[config.mk]
export PLATFORM = sky130hd
export DESIGN_NAME = sar_result_avg_fifo
export DESIGN_NICKNAME = d
export VERILOG_FILES = /design/src/rtl/sar_result_avg_fifo.sv
export SDC_FILE = /design/constraint.sdc
export NUM_CORES = 1
export LEC_CHECK = 0
export CAP_MARGIN = 20
export CORE_MARGIN = 2
export CORE_UTILIZATION = 58
export CTS_CLUSTER_SIZE = 40
export DETAILED_ROUTE_END_ITERATION = 6
export GPL_ROUTABILITY_DRIVEN = 1
export GPL_TIMING_DRIVEN = 0
export PLACE_DENSITY = 0.79
export SLEW_MARGIN = 5
export SYNTH_ARGS = -nofsm -noshare
export SYNTH_HDL_FRONTEND = slang
export SYNTH_SLANG_ARGS = --single-unit
[constraint.sdc]
create_clock -name clk -period 3.92 [get_ports clk]
set_input_delay 0.784 -clock clk [delete_from_list [all_inputs] [get_ports clk]]
set_output_delay 0.784 -clock clk [all_outputs]
set_load 0.05 [all_outputs]
[src/rtl/sar_result_avg_fifo.sv]
// SAR result averager with show-ahead result FIFO.
// Edge-detects the end-of-conversion strobe, sums 1/2/4/8 conversions, and
// pushes the truncated average into a DEPTH-entry FIFO with a sticky overflow flag.
module sar_result_avg_fifo #(
    parameter int DEPTH = 4
) (
    input  logic                       clk,
    input  logic                       rst_n,
    input  logic                       en,
    input  logic [1:0]                 osr,
    input  logic [9:0]                 sar,
    input  logic                       eoc,
    output logic [9:0]                 dout,
    output logic                       dout_valid,
    input  logic                       dout_ready,
    output logic [$clog2(DEPTH):0]     fifo_count,
    output logic                       overflow,
    input  logic                       clr_ovf
);
    localparam int AW = $clog2(DEPTH);
    localparam int CW = AW + 1;

    // Handshake: an entry leaves the FIFO on any rising clk edge where
    // dout_valid and dout_ready are both high; dout is the head while valid.

    logic             r_eoc_d;
    logic [12:0]      r_acc;
    logic [2:0]       r_cnt;
    logic [1:0]       r_osr_l;
    logic [AW-1:0]    r_wr_ptr;
    logic [AW-1:0]    r_rd_ptr;
    logic [CW-1:0]    r_count;
    logic             r_ovf;
    logic [9:0]       r_mem [DEPTH];

    logic             w_capture;
    logic [1:0]       w_osr_eff;
    logic [12:0]      w_sum;
    logic [3:0]       w_len;
    logic             w_last;
    logic [9:0]       w_result;
    logic             w_push;
    logic             w_pop;
    logic             w_full;
    logic             w_push_ok;
    logic             w_drop;

    assign w_capture  = en & eoc & ~r_eoc_d;
    assign dout_valid = (r_count != '0);
    assign w_pop      = dout_valid & dout_ready;
    assign w_full     = (r_count == CW'(DEPTH));
    assign w_push     = w_capture & w_last;
    assign w_push_ok  = w_push & (~w_full | w_pop);
    assign w_drop     = w_push & w_full & ~w_pop;
    assign dout       = dout_valid ? r_mem[r_rd_ptr] : 10'd0;
    assign fifo_count = r_count;
    assign overflow   = r_ovf;

    // Window arithmetic: the osr in force is the live input at window start.
    always_comb begin
        w_osr_eff = r_osr_l;
        if (r_cnt == 3'd0) begin
            w_osr_eff = osr;
        end
        w_sum    = r_acc + {3'b000, sar};
        w_len    = 4'd1 << w_osr_eff;
        w_last   = (({1'b0, r_cnt} + 4'd1) == w_len);
        w_result = w_sum[9:0];
        case (w_osr_eff)
            2'd0:    w_result = w_sum[9:0];
            2'd1:    w_result = w_sum[10:1];
            2'd2:    w_result = w_sum[11:2];
            default: w_result = w_sum[12:3];
        endcase
    end

    // Accumulator, sample counter and eoc edge detector.
    always_ff @(posedge clk or negedge rst_n) begin
        if (!rst_n) begin
            r_eoc_d <= 1'b0;
            r_acc   <= '0;
            r_cnt   <= '0;
            r_osr_l <= '0;
        end else if (!en) begin
            r_eoc_d <= 1'b0;
            r_acc   <= '0;
            r_cnt   <= '0;
        end else begin
            r_eoc_d <= eoc;
            if (w_capture) begin
                if (r_cnt == 3'd0) begin
                    r_osr_l <= osr;
                end
                if (w_last) begin
                    r_acc <= '0;
                    r_cnt <= '0;
                end else begin
                    r_acc <= w_sum;
                    r_cnt <= r_cnt + 3'd1;
                end
            end
        end
    end

    // FIFO pointers and occupancy counter.
    always_ff @(posedge clk or negedge rst_n) begin
        if (!rst_n) begin
            r_wr_ptr <= '0;
            r_rd_ptr <= '0;
            r_count  <= '0;
        end else begin
            if (w_push_ok) begin
                r_wr_ptr <= r_wr_ptr + 1'b1;
            end
            if (w_pop) begin
                r_rd_ptr <= r_rd_ptr + 1'b1;
            end
            case ({w_push_ok, w_pop})
                2'b10:   r_count <= r_count + 1'b1;
                2'b01:   r_count <= r_count - 1'b1;
                default: r_count <= r_count;
            endcase
        end
    end

    // Sticky overflow; a drop wins over a simultaneous clear.
    always_ff @(posedge clk or negedge rst_n) begin
        if (!rst_n) begin
            r_ovf <= 1'b0;
        end else if (w_drop) begin
            r_ovf <= 1'b1;
        end else if (clr_ovf) begin
            r_ovf <= 1'b0;
        end
    end

    // Storage array; contents are only observable through valid entries.
    always_ff @(posedge clk) begin
        if (w_push_ok) begin
            r_mem[r_wr_ptr] <= w_result;
        end
    end
endmodule

==> flow_metrics.env <==
export IMPL_outcome="complete, no violations"
export IMPL_port_buffer_count=31
export IMPL_start_util_pct=59.4
export IMPL_critPathRequiredTime_ns=4.19
export IMPL_root_buffer="clkbuf_8"
export IMPL_worst_setup_path_type="reg -> reg"
export IMPL_grt_max_degree=18
export IMPL_swShare_pct=42.3
export IMPL_syn_area_um2=3750
export IMPL_gp_congestion=0.880
export IMPL_fin_cells=441
export IMPL_nets=395
export IMPL_peakVddDrop_v=0.000578
export IMPL_viasPerCell=5.96
export IMPL_totalWireLength_um=7240
export IMPL_ys_ff_latch=67
export IMPL_ios=33
export IMPL_cp_start_kind="flop"
export IMPL_period_minus_slack_ns=3.71
export IMPL_p_sw_mw=1.25
export IMPL_timing_final_ws_setup_ns=0.214
export IMPL_clk_latency_ns=0.35
export IMPL_worstMarginPinSlew_ns=0.838
export IMPL_p_total_mw=2.95
export IMPL_yosysUniqueCellTypes=53
export IMPL_pwr_share_comb_pct=48.7
export IMPL_slew_violations=0
export IMPL_yosysSeqAreaShare_pct=50.0
export IMPL_synth_edf_count=40
export IMPL_grt_use_total_pct=22.2
export IMPL_skew_ns=0.00723
export IMPL_final_cell_area_um2=4360
export IMPL_numCtsBuffers=9
export IMPL_hold_class="reg -> reg"
export IMPL_finalCritPeriodShare_pct=94.5
export IMPL_internal_power_mw=1.70
export IMPL_dieWidth_um=84.4
export IMPL_r2r_slack_ns=0.21
export IMPL_die_area_um2=7130
export IMPL_hp_start="r_acc[4]$_DFFE_PN0P_"
export IMPL_hold_viol=0
export IMPL_reg2reg_depth=13
export IMPL_cp_end_kind="flop"
export IMPL_place_area_um2=4170
export IMPL_hold_buffers=0
export IMPL_fmax_ghz=0.270
export IMPL_setup_viol=0
export IMPL_postSynthAreaPerCell_um2=11.9
export IMPL_dp_cells=425
export IMPL_num_vias=2628
export IMPL_clock_path_buffers=2
export IMPL_rsz0062_at_grt="false"
export IMPL_core_area_um2=6310
export IMPL_cts_sinks=67
export IMPL_crit_arrival_ns=3.98
export IMPL_final_cell_mix="edfxtp_1, clkdlybuf4s50_1, dfrtp_1"
export IMPL_syn_nets=352
export IMPL_grt_pass1_vias=2540
export IMPL_num_antenna_cells=0
export IMPL_power_density_nw_per_um2=676
export IMPL_maxCapViolCount=0
export IMPL_p_leak_nw=1.66
export IMPL_antenna_found_initial=0
export IMPL_sequentialPowerShare_pct=33.2
export IMPL_timing_rr_start="r_cnt[0]$_DFFE_PN0P_"
export IMPL_place_ws_ns=0.0232
export IMPL_synthFlopType="edfxtp_1"
export IMPL_post_cts_buffers=0
export IMPL_ys_warn_count=0
export IMPL_drt_first_pass_iters=4
export IMPL_whs_path_depth=2
export IMPL_max_slew_margin_pct=44.1
export IMPL_wl_per_cell_um=16.4
export IMPL_crit_fanout=10
export IMPL_htreeDepth=3
export IMPL_syn_inst=316
export IMPL_cts_tree="built"
export IMPL_grt_overflow_total=0
export IMPL_clk_pin_slew_ns=0.08
export IMPL_area_growth_pct=16.1
export IMPL_die_h_um=84.4
export IMPL_grt_pass1_wl_um=12300
export IMPL_final_common_cell="edfxtp_1"
export IMPL_holdWs_ns=0.512
export IMPL_drcViolationCount=0
export IMPL_fin_util_pct=69.0
export IMPL_hold_path_end="r_acc[4]$_DFFE_PN0P_"
export IMPL_filler_cell_count=483
export IMPL_rows=29
export IMPL_synthArstFlopShare_pct=40.3
export IMPL_ant_nets=0
export IMPL_drive_above_1_share_pct=11.0
export IMPL_fin_tns_setup_ns=0
export IMPL_clkPwrFrac_pct=18.1
export IMPL_dr_first_iter_drc_count=179
export IMPL_ctsResizeCount=0
export IMPL_r2r_end="fifo_count[2]$_DFFE_PN0P_"
export IMPL_dp_hpwl_um=5250
==> cell type report <==
cell class              count  area [µm²]  share of cell area, %
inverters                  11        41.3                  0.948
clock buffers               9         124                   2.84
multi-input cells         222        1770                   40.5
clock inverters             7        58.8                   1.35
repair buffers             32         325                   7.47
well taps                  77        96.3                   2.21
plain buffers              16        67.6                   1.55
flip-flops and latches     67        1880                   43.1
==> worst max-delay path, stage by stage, from the launching register on <==
cell	delay, ns
dfrtp_1	0.43
inv_1	0.14
ha_1	0.23
nor2b_2	0.28
mux2i_1	0.52
a41oi_2	0.24
a211oi_4	0.52
nor2_1	0.12
fa_1	0.46
nor4_1	0.36
a21oi_1	0.09
nor2_1	0.10
a31oi_1	0.04
o21ai_0	0.09
==> per-layer routing <==
metal  wire (µm)  up-vias  part of all wire [%]  track usage (%)
met5           0        -                     0                0
met1        3300     1260                    46             30.3
met3         284       15                   3.9             4.52
met2        3500       68                    48             35.8
li1            -     1285                     -                -
met4         153        0                   2.1             7.94
==> worst max path at each step <==
stage	startpoint	slack, ns	cells after the start	endpoint
2_1_floorplan	r_cnt[0]$_DFFE_PN0P_	0.84	13	fifo_count[2]$_DFFE_PN0P_
4_1_cts	r_rd_ptr[0]$_DFFE_PN0N_	0.17	4	dout[2]
5_1_grt	r_cnt[0]$_DFFE_PN0P_	0.03	13	fifo_count[2]$_DFFE_PN0P_
6_report	r_cnt[0]$_DFFE_PN0P_	0.21	13	fifo_count[2]$_DFFE_PN0P_
3_5_place_dp	sar[0]	0.02	9	r_mem[0][9]$_DFFE_PP_
3_3_place_gp	sar[0]	0.11	9	r_mem[0][7]$_DFFE_PP_
==> cell families after synthesis <==
kind of cell,after synthesis,share of synthesized area (%)
simple gates,85,12.1
flops,67,50.0
buf+inv,27,2.90
mux,20,9.27
fa+ha+maj,18,6.40
compound gates,84,15.8
xor+xnor,15,3.50
==> power by group through the flow <==
stage	Combinational (mW)	Clock, mW	Sequential, mW
floorplan	1.02	0	1.02
global placement	1.39	0	0.987
detailed placement	1.43	0	0.993
CTS	1.44	0.534	0.978
global route	1.57	0.567	0.992
finish	1.44	0.532	0.979
==> synthesized netlist by cell type, drive strengths merged (2+ instances only) <==
| library cell | number | share of area [%] |
|---|---|---|
| a211oi | 6 | 1.5 |
| a21o | 4 | 0.80 |
| a21oi | 20 | 2.9 |
| a22o | 10 | 2.3 |
| a31o | 2 | 0.47 |
| a31oi | 6 | 1.0 |
| and2 | 18 | 3.0 |
| and3 | 2 | 0.33 |
| buf | 2 | 0.40 |
| clkbuf | 14 | 1.4 |
| dfrtp | 27 | 18 |
| edfxtp | 40 | 32 |
| fa | 2 | 1.1 |
| ha | 16 | 5.3 |
| inv | 11 | 1.1 |
| mux2 | 2 | 0.60 |
| mux2i | 7 | 2.0 |
| mux4 | 11 | 6.7 |
| nand2 | 17 | 1.7 |
| nand2b | 6 | 1.0 |
| nand3 | 9 | 1.2 |
| nand3b | 2 | 0.40 |
| nor2 | 16 | 1.6 |
| nor2b | 4 | 0.73 |
| nor3 | 4 | 0.53 |
| o211ai | 4 | 0.93 |
| o21ai | 18 | 2.4 |
| o22ai | 3 | 0.50 |
| or3b | 3 | 0.70 |
| xnor2 | 11 | 2.6 |
| xor2 | 4 | 0.93 |
==> state kept, by name, summed over array words and instances, names as in the netlist <==
name        count
fifo_count      3
overflow        1
r_acc          13
r_cnt           3
r_eoc_d         1
r_mem          40
r_osr_l         2
r_rd_ptr        2
r_wr_ptr        2
No activity file was read; power rests on OpenSTA's default activity.
